## src/rtl/toy_pkg.sv

```systemverilog
// toy_pkg: shared ASCII constants, parser states and hex decode for the TOY stdin path.
package toy_pkg;
  localparam int DEFAULT_DEPTH = 4;
  localparam logic [7:0] ASCII_SP  = 8'h20;
  localparam logic [7:0] ASCII_TAB = 8'h09;
  localparam logic [7:0] ASCII_LF  = 8'h0A;
  localparam logic [7:0] ASCII_CR  = 8'h0D;
  typedef enum logic [1:0] {IDLE, ACC, WSEP, SKIP} parse_state_e;
  typedef struct packed {
    logic       ok;
    logic [3:0] nib;
  } hex_t;
  function automatic hex_t hex_decode(input logic [7:0] c);
    hex_t h;
    if (c >= 8'h30 && c <= 8'h39) h = '{1'b1, c[3:0]};
    else if ((c >= 8'h41 && c <= 8'h46) || (c >= 8'h61 && c <= 8'h66)) h = '{1'b1, c[3:0] + 4'd9};
    else h = '{1'b0, 4'd0};
    return h;
  endfunction
  function automatic logic is_sep(input logic [7:0] c);
    return c == ASCII_SP || c == ASCII_TAB || c == ASCII_LF || c == ASCII_CR;
  endfunction
endpackage

```

## src/rtl/word_fifo.sv

```systemverilog
// word_fifo: first-word-fall-through FIFO with wrap-bit pointers.
module word_fifo #(
  parameter int DEPTH = 4,
  parameter int WIDTH = 16
) (
  input  logic                   clk_i,
  input  logic                   srst_i,
  input  logic                   push_i,
  input  logic [WIDTH-1:0]       data_i,
  input  logic                   pop_i,
  output logic [WIDTH-1:0]       data_o,
  output logic                   full_o,
  output logic                   empty_o,
  output logic [$clog2(DEPTH):0] level_o
);
  localparam int AW = $clog2(DEPTH);
  localparam logic [AW:0] ONE = 1;
  logic [WIDTH-1:0] mem_q [DEPTH];
  logic [AW:0] wr_q, rd_q;
  logic do_push, do_pop;
  assign level_o = wr_q - rd_q;
  // occupancy never exceeds 2**AW, so its top bit alone flags full
  assign full_o  = level_o[AW];
  assign empty_o = wr_q == rd_q;
  assign do_push = push_i & ~full_o;
  assign do_pop  = pop_i & ~empty_o;
  assign data_o  = mem_q[rd_q[AW-1:0]];
  always_ff @(posedge clk_i) begin
    if (srst_i) begin
      wr_q <= '0;
      rd_q <= '0;
    end else begin
      if (do_push) wr_q <= wr_q + ONE;
      if (do_pop) rd_q <= rd_q + ONE;
    end
  end
  always_ff @(posedge clk_i) if (do_push) mem_q[wr_q[AW-1:0]] <= data_i;
endmodule

```

## src/rtl/stdin_hex.sv

```systemverilog
// stdin_hex: parses an ASCII hex byte stream into 16-bit TOY stdin words.
module stdin_hex
  import toy_pkg::*;
#(
  parameter int DEPTH = DEFAULT_DEPTH
) (
  input  logic                   clk_i,
  input  logic                   srst_i,
  input  logic                   uart_val_i,
  input  logic [7:0]             uart_data_i,
  output logic                   uart_rdy_o,
  output logic                   stdin_val_o,
  output logic [15:0]            stdin_data_o,
  input  logic                   stdin_rdy_i,
  output logic                   err_o,
  output logic [$clog2(DEPTH):0] level_o
);
  parse_state_e state_q, state_d;
  logic [1:0] cnt_q, cnt_d;
  logic [11:0] acc_q, acc_d;
  logic err_q, err_d;
  logic full, empty, accept, push, sep;
  logic [15:0] head;
  logic [$clog2(DEPTH):0] level;
  hex_t hx;
  assign accept = uart_val_i & ~full;
  assign hx     = hex_decode(uart_data_i);
  assign sep    = is_sep(uart_data_i);
  always_comb begin
    state_d = state_q;
    cnt_d   = cnt_q;
    acc_d   = acc_q;
    err_d   = 1'b0;
    push    = 1'b0;
    if (accept) begin
      case (state_q)
        IDLE: begin
          state_d = sep ? IDLE : hx.ok ? ACC : SKIP;
          cnt_d   = hx.ok ? 2'd1 : 2'd0;
          acc_d   = {8'h00, hx.nib};
          err_d   = ~sep & ~hx.ok;
        end
        ACC: begin
          push    = hx.ok & (cnt_q == 2'd3);
          state_d = push ? WSEP : hx.ok ? ACC : sep ? IDLE : SKIP;
          cnt_d   = hx.ok & ~push ? cnt_q + 2'd1 : 2'd0;
          acc_d   = hx.ok ? {acc_q[7:0], hx.nib} : 12'h000;
          err_d   = ~hx.ok;
        end
        WSEP: begin
          state_d = sep ? IDLE : SKIP;
          err_d   = ~sep;
        end
        default: state_d = sep ? IDLE : SKIP;
      endcase
    end
  end
  always_ff @(posedge clk_i) begin
    if (srst_i) begin
      state_q <= IDLE;
      cnt_q   <= '0;
      acc_q   <= '0;
      err_q   <= 1'b0;
    end else begin
      state_q <= state_d;
      cnt_q   <= cnt_d;
      acc_q   <= acc_d;
      err_q   <= err_d;
    end
  end
  word_fifo #(.DEPTH(DEPTH), .WIDTH(16)) u_fifo (
    .clk_i  (clk_i),
    .srst_i (srst_i),
    .push_i (push),
    .data_i ({acc_q, hx.nib}),
    .pop_i  (stdin_rdy_i),
    .data_o (head),
    .full_o (full),
    .empty_o(empty),
    .level_o(level)
  );
  // reset values are forced combinationally so they hold from the first reset cycle
  assign uart_rdy_o   = srst_i | ~full;
  assign stdin_val_o  = ~srst_i & ~empty;
  assign stdin_data_o = srst_i ? 16'h0000 : head;
  assign err_o        = ~srst_i & err_q;
  assign level_o      = srst_i ? '0 : level;
endmodule

```

## config.mk

```make
export PLATFORM = sky130hd
export DESIGN_NAME = stdin_hex
export DESIGN_NICKNAME = d
export VERILOG_FILES = /design/src/rtl/toy_pkg.sv /design/src/rtl/word_fifo.sv /design/src/rtl/stdin_hex.sv
export SDC_FILE = /design/constraint.sdc
export NUM_CORES = 1
export LEC_CHECK = 0
export CAP_MARGIN = 20
export CORE_MARGIN = 5
export CORE_UTILIZATION = 54
export DETAILED_ROUTE_END_ITERATION = 6
export PLACE_DENSITY = 0.77
export SLEW_MARGIN = 20
export SYNTH_ARGS = -nofsm -noshare
export SYNTH_HDL_FRONTEND = slang
export SYNTH_SLANG_ARGS = --single-unit
```

## constraint.sdc

```tcl
create_clock -name clk_i -period 3.45 [get_ports clk_i]
set_input_delay 0.69 -clock clk_i [delete_from_list [all_inputs] [get_ports clk_i]]
set_output_delay 0.69 -clock clk_i [all_outputs]
set_load 0.05 [all_outputs]
```

==> results.py, run 1 <==
metrics = {
    "drt": {
        "detail-route-antenna-nets": 0,
        "vias_per_cell": 5.45,
        "drt_iter0_drc": 170,
        "via_count": 2234,
        "wl_per_cell_um": 16.9,
        "drt_wl_total_um": 6910,
        "drc": 0,
        "firstDrtPassIters": 4,
    },
    "cts": {
        "cts_tree": "yes",
        "cts_resized": 0,
        "cts_buffers": 9,
        "clock_sink_count": 89,
        "clock_path_buffers": 2,
        "cts.htree.levels": 3,
        "hold_buffers": 0,
        "path_clk_slew_ps": 90,
        "clk_latency_ps": 360,
        "cts_setup_buffers": 0,
        "cts.root.buffer_cell": "clkbuf_8",
    },
    "floorplan": {
        "dieHeight_um": 94.3,
        "initial_core_util_pct": 55.9,
        "die_area_sq_um": 8890,
        "io_pins": 34,
        "die-width_um": 94.3,
        "rows": 30,
        "core_area_sq_um": 6870,
    },
    "critical_path": {
        "cp-end-kind": "output pin",
        "crit_required_ps": 2760,
        "cp-start-kind": "flop",
        "critPathKind": "flop to output pin",
        "cp_max_fo": 4,
        "arrival_ps": 2250,
    },
    "timing": {
        "rsz0062_at_grt": "false",
        "relSlewSlack_pct": 44.3,
        "finalCritPeriodShare_pct": 85.3,
        "finClkSkew_ps": 12.4,
        "holdWs_ps": 470,
        "setup_viol": 0,
        "max_freq_mhz": 340,
        "final_hold_viol_count": 0,
        "maxSlewViolCount": 0,
        "fin_crit_ps": 2940,
        "worstMarginPinSlew_ps": 835,
        "fin_setup_tns_ps": 0,
    },
    "power_and_ir_drop": {
        "p_leak_nw": 1.67,
        "swShare_pct": 22.8,
        "p_sw_w": 0.000449,
        "p_comb_share_pct": 5.7,
        "p_int_w": 0.00152,
        "pwr_density_cell_nw_per_um2": 419,
        "ir_worst_vdd_mv": 0.238,
        "clkPwrFrac_pct": 36.2,
        "p_seq_share_pct": 58.2,
    },
    "place": {
        "gp_congestion": 0.830,
        "port_buffers": 33,
        "placed_cells": 394,
        "post-dp-hpwl_um": 4670,
    },
    "synth": {
        "async_reset_ff_share_pct": 0,
        "syn_area_sq_um": 3840,
        "ys_types": 48,
        "yosys-top-cells-area": "edfxtp_1, dfxtp_1, mux4_2, ha_1, nor2b_1",
        "synth_area_per_cell_sq_um": 14.1,
        "synth_top_area_cell": "edfxtp_1",
        "yosys_warnings": 0,
        "ys_ff_latch": 89,
        "synthDominantCellAreaShare_pct": 50.1,
        "syn_nets": 297,
        "synth-edff-count": 64,
        "yosysSeqAreaShare_pct": 63.1,
        "yosys_most_used_dff": "edfxtp_1",
        "syn_inst": 272,
    },
    "final_layout": {
        "num_antenna_cells": 0,
        "nets": 334,
        "syn_to_final_growth_pct": 22.5,
        "layout-drive-gt1-share_pct": 21.7,
        "final_cells": 410,
    },
    "hold_path": {
        "hp-class": "flop to flop",
    },
    "global_route": {
        "grt_use_total_pct": 17.3,
        "overflow": 0,
        "grt_start_max_net_pins": 29,
        "grt_pass1_vias": 2245,
        "grt_pass1_wl_um": 11600,
        "antenna_found_initial": 0,
    },
    "outcome": {
        "status": "completed",
    },
    "run": {
        "drv_cap": 0,
    },
}
[cell usage in the layout, fill, tap and decap left out, types with 2 or more instances in the layout]
cell type	Yosys	layout
nand3_1	13	13
buf_4	0	7
nor2_1	17	17
a21o_1	2	2
mux4_2	16	16
nor2b_1	21	21
ha_1	12	12
a31oi_1	2	2
dfxtp_1	25	25
xor2_1	2	2
edfxtp_1	64	64
nand2_1	16	16
a32oi_1	2	2
mux2i_1	2	2
o211ai_1	2	2
a21oi_1	15	15
inv_1	15	15
buf_12	0	22
clkinvlp_4	0	2
clkdlybuf4s50_1	0	11
xnor2_1	2	2
clkbuf_8	0	10
o21ai_0	3	3
[cells in the mapped netlist, types with 3 or more instances]
cell       n
edfxtp_1  64
dfxtp_1   25
nor2b_1   21
nor2_1    17
mux4_2    16
nand2_1   16
a21oi_1   15
inv_1     15
nand3_1   13
ha_1      12
clkbuf_1   8
buf_2      5
o21ai_0    3
[layer usage]
layer / GRT usage, % / vias to the layer above / part of all wire, %
met4: 7.58 / 0 / 1.1
met2: 29.0 / 72 / 53
met1: 22.3 / 1078 / 41
met5: 0 / - / 0
met3: 2.80 / 6 / 5.3
li1: - / 1078 / -
[state kept, by name, summed over array words and instances (netlist names), named ones only]
signal / flops
u_fifo.mem_q: 64
acc_q: 12
u_fifo.rd_q: 3
u_fifo.wr_q: 3
cnt_q: 2
state_q: 2
err_q: 1
[worst paths after layout]
path | startpoint | to | slack, ps | depth (start not counted)
worst max-delay path | u_fifo.wr_q[0]$_SDFFE_PP0P_ | level_o[2] | 510 | 8
worst min-delay path | cnt_q[1]$_SDFFE_PP0P_ | cnt_q[1]$_SDFFE_PP0P_ | 470 | 2
worst max register to register | u_fifo.wr_q[0]$_SDFFE_PP0P_ | u_fifo.mem_q[1][4]$_DFFE_PP_ | 890 | 9
worst min register to register | cnt_q[1]$_SDFFE_PP0P_ | cnt_q[1]$_SDFFE_PP0P_ | 470 | 2
[critical path, cell delays in order (launching register included)]
cell and delay (ps):
dfxtp_1 340, inv_1 140, ha_1 170, inv_1 40
fa_1 370, xor3_2 260, or2_2 330, inv_1 110
buf_12 140
[power groups by stage]
stage	clock network, W	registers (W)	logic, W
2_1_floorplan	0	0.00117	0.0000636
3_3_place_gp	0	0.00117	0.000110
3_5_place_dp	0	0.00117	0.000112
4_1_cts	0.000721	0.00115	0.000112
6_report	0.000712	0.00115	0.000112
5_1_grt	0.000768	0.00115	0.000120
[cell type report]
type                    instances  area, sq um
flip-flops and latches         89         2420
fillers                       481         2170
multi-input cells             154         1290
repair buffers                 40          603
clock buffers                  11          163
well taps                      96          120
inverters                      15         56.3
clock inverters                 5         43.8
[logic make-up after synthesis]
logic type	after synthesis	share of synthesized area (%)
buf+inv	29	3.19
flops	89	63.1
compound gates	38	6.84
fa+ha+maj	13	4.43
mux	19	10.2
xor+xnor	5	1.56
simple gates	79	10.7
[metrics by stage]
| step | total power, W | cell area (sq um) | util, % | setup WS (ps) |
|---|---|---|---|---|
| final | 0.00197 | 4700 | 68.5 | 508 |
| after global routing | 0.00204 | 4700 | 68.5 | 391 |
| after CTS | 0.00198 | 4700 | 68.5 | 483 |
| after detailed placement | 0.00128 | 4500 | 65.4 | 464 |
| after global placement | 0.00128 | 4500 | 65.4 | 472 |
| after floorplan | 0.00123 | 3840 | - | 778 |
Note: power is estimated with default switching activity, not from simulation.
==> run 2, diff against run 1 <==
- MAX_ROUTING_LAYER: unset -> met4
==> results.py, run 2 (synthesized netlist as in run 1, its figures left out) <==
metrics = {
    "critical_path": {
        "crit_family": "adder cells",
        "max_stage_delay_ps": 370,
        "crit_top_cell": "inv_1",
        "cp_max_fo": 4,
        "crit_required_ps": 2760,
        "cp-end-kind": "output pin",
        "cp-start-kind": "flop",
        "arrival_ps": 2250,
        "path_buf_inv": 4,
        "slowest_stage": "fa_1",
        "critPathKind": "flop to output pin",
        "crit_chain": "inv_1, ha_1, inv_1, fa_1, xor3_2, or2_2, inv_1, buf_12",
    },
    "final_layout": {
        "final_cells": 410,
        "nets": 334,
        "final_cell_area_sq_um": 4700,
        "final_util_pct": 68.5,
        "num_antenna_cells": 0,
        "layout-drive-gt1-share_pct": 21.7,
        "layout_commonest_cell": "edfxtp_1",
        "final_cell_mix": "edfxtp_1, dfxtp_1, buf_12",
        "multi_input_area_sq_um": 1290,
        "syn_to_final_growth_pct": 22.5,
        "n_fill_cell": 481,
        "regArea_sq_um": 2420,
        "largest_reg_flops": 64,
    },
    "cts": {
        "clk_latency_ps": 360,
        "clock_sink_count": 89,
        "hold_buffers": 0,
        "cts_setup_buffers": 0,
        "cts_buffers": 9,
        "cts_tree": "yes",
        "path_clk_slew_ps": 90,
        "cts.htree.levels": 3,
        "cts.root.buffer_cell": "clkbuf_8",
        "clock_path_buffers": 2,
        "cts_resized": 0,
    },
    "global_route": {
        "grt_pass1_vias": 2246,
        "grt_start_max_net_pins": 29,
        "antenna_found_initial": 0,
        "grt_pass1_wl_um": 11500,
        "overflow": 0,
        "grt_use_total_pct": 17.8,
    },
    "floorplan": {
        "io_pins": 34,
        "die-width_um": 94.3,
        "die_area_sq_um": 8890,
        "dieHeight_um": 94.3,
        "rows": 30,
        "initial_core_util_pct": 55.9,
        "core_area_sq_um": 6870,
    },
    "power_and_ir_drop": {
        "ir_worst_vdd_mv": 0.240,
        "pwr_density_cell_nw_per_um2": 419,
        "p_leak_nw": 1.67,
    },
    "timing": {
        "fin_crit_ps": 2940,
        "setup_viol": 0,
        "final_hold_viol_count": 0,
        "max_freq_mhz": 340,
        "maxSlewViolCount": 0,
        "timing.final.ws_setup_ps": 508,
        "relSlewSlack_pct": 44.5,
        "finalCritPeriodShare_pct": 85.3,
        "worstMarginPinSlew_ps": 832,
        "fin_setup_tns_ps": 0,
        "finClkSkew_ps": 11.9,
        "rsz0062_at_grt": "false",
    },
    "drt": {
        "drc": 0,
        "drt_iter0_drc": 147,
        "met2_wirelength_um": 3610,
        "routed-wl-met3_um": 241,
        "vias_per_cell": 5.42,
        "via_count": 2223,
        "wl_met1_um": 2970,
        "wl_per_cell_um": 16.9,
        "highest_layer": "met4",
        "detail-route-antenna-nets": 0,
        "drt_wl_total_um": 6920,
        "firstDrtPassIters": 4,
    },
    "place": {
        "dpl_cell_area_sq_um": 4500,
        "gp_congestion": 0.842,
        "post-dp-hpwl_um": 4670,
        "placed_cells": 394,
        "pre_cts_ws_ps": 464,
        "port_buffers": 33,
    },
    "outcome": {
        "status": "completed",
    },
    "run": {
        "drv_cap": 0,
    },
    "hold_path": {
        "hp-class": "flop to flop",
    },
}
run 2: cell counts in the layout (fill, tap and decap cells not counted):
No cell type changed its count.
run 2: per-stage QoR:
step,hold slack [ps],power (W)
after global routing,497,0.00204
after CTS,474,0.00198
after floorplan,436,0.00123
after detailed placement,463,0.00128
after global placement,443,0.00128
final,469,0.00197
run 2: path summary, 6_finish.rpt:
path / depth (start not counted) / slack [ps] / endpoint / start
max: 8 / 510 / level_o[2] / u_fifo.wr_q[0]$_SDFFE_PP0P_
min: 2 / 470 / cnt_q[1]$_SDFFE_PP0P_ / cnt_q[1]$_SDFFE_PP0P_
max reg2reg: 9 / 890 / u_fifo.mem_q[1][4]$_DFFE_PP_ / u_fifo.wr_q[0]$_SDFFE_PP0P_
min reg2reg: 2 / 470 / cnt_q[1]$_SDFFE_PP0P_ / cnt_q[1]$_SDFFE_PP0P_
run 2: area by class of cell:
| cell class | instances | area share, % |
|---|---|---|
| multi-input cells | 154 | 27.5 |
| inverters | 15 | 1.20 |
| flip-flops and latches | 89 | 51.5 |
| repair buffers | 40 | 12.8 |
| clock inverters | 5 | 0.931 |
| well taps | 96 | 2.55 |
| clock buffers | 11 | 3.46 |
run 2: power breakdown:
part	internal (W)	total, W	switching [W]
Clock	0.000334	0.000715	0.000381
Sequential	0.00114	0.00115	0.00000682
Combinational	0.0000477	0.000112	0.0000641
run 2: layer usage:
layer  global-route usage, %  vias to the layer above
li1                        -                     1076
met1                    22.6                     1079
met2                    28.8                       56
met3                    2.40                       12
met4                    7.58                        0
met5                       -                        -
run 2: worst register-to-register path: cells and delay by family, from the launching register on:
family | cells | cell delay (ps)
adder cells (fa/ha/maj) | 2 | 540
buffers and inverters | 3 | 460
AND/OR/NAND/NOR | 2 | 450
flip-flops | 1 | 340
XOR/XNOR | 1 | 240
AO/OA/AOI/OAI | 1 | 200
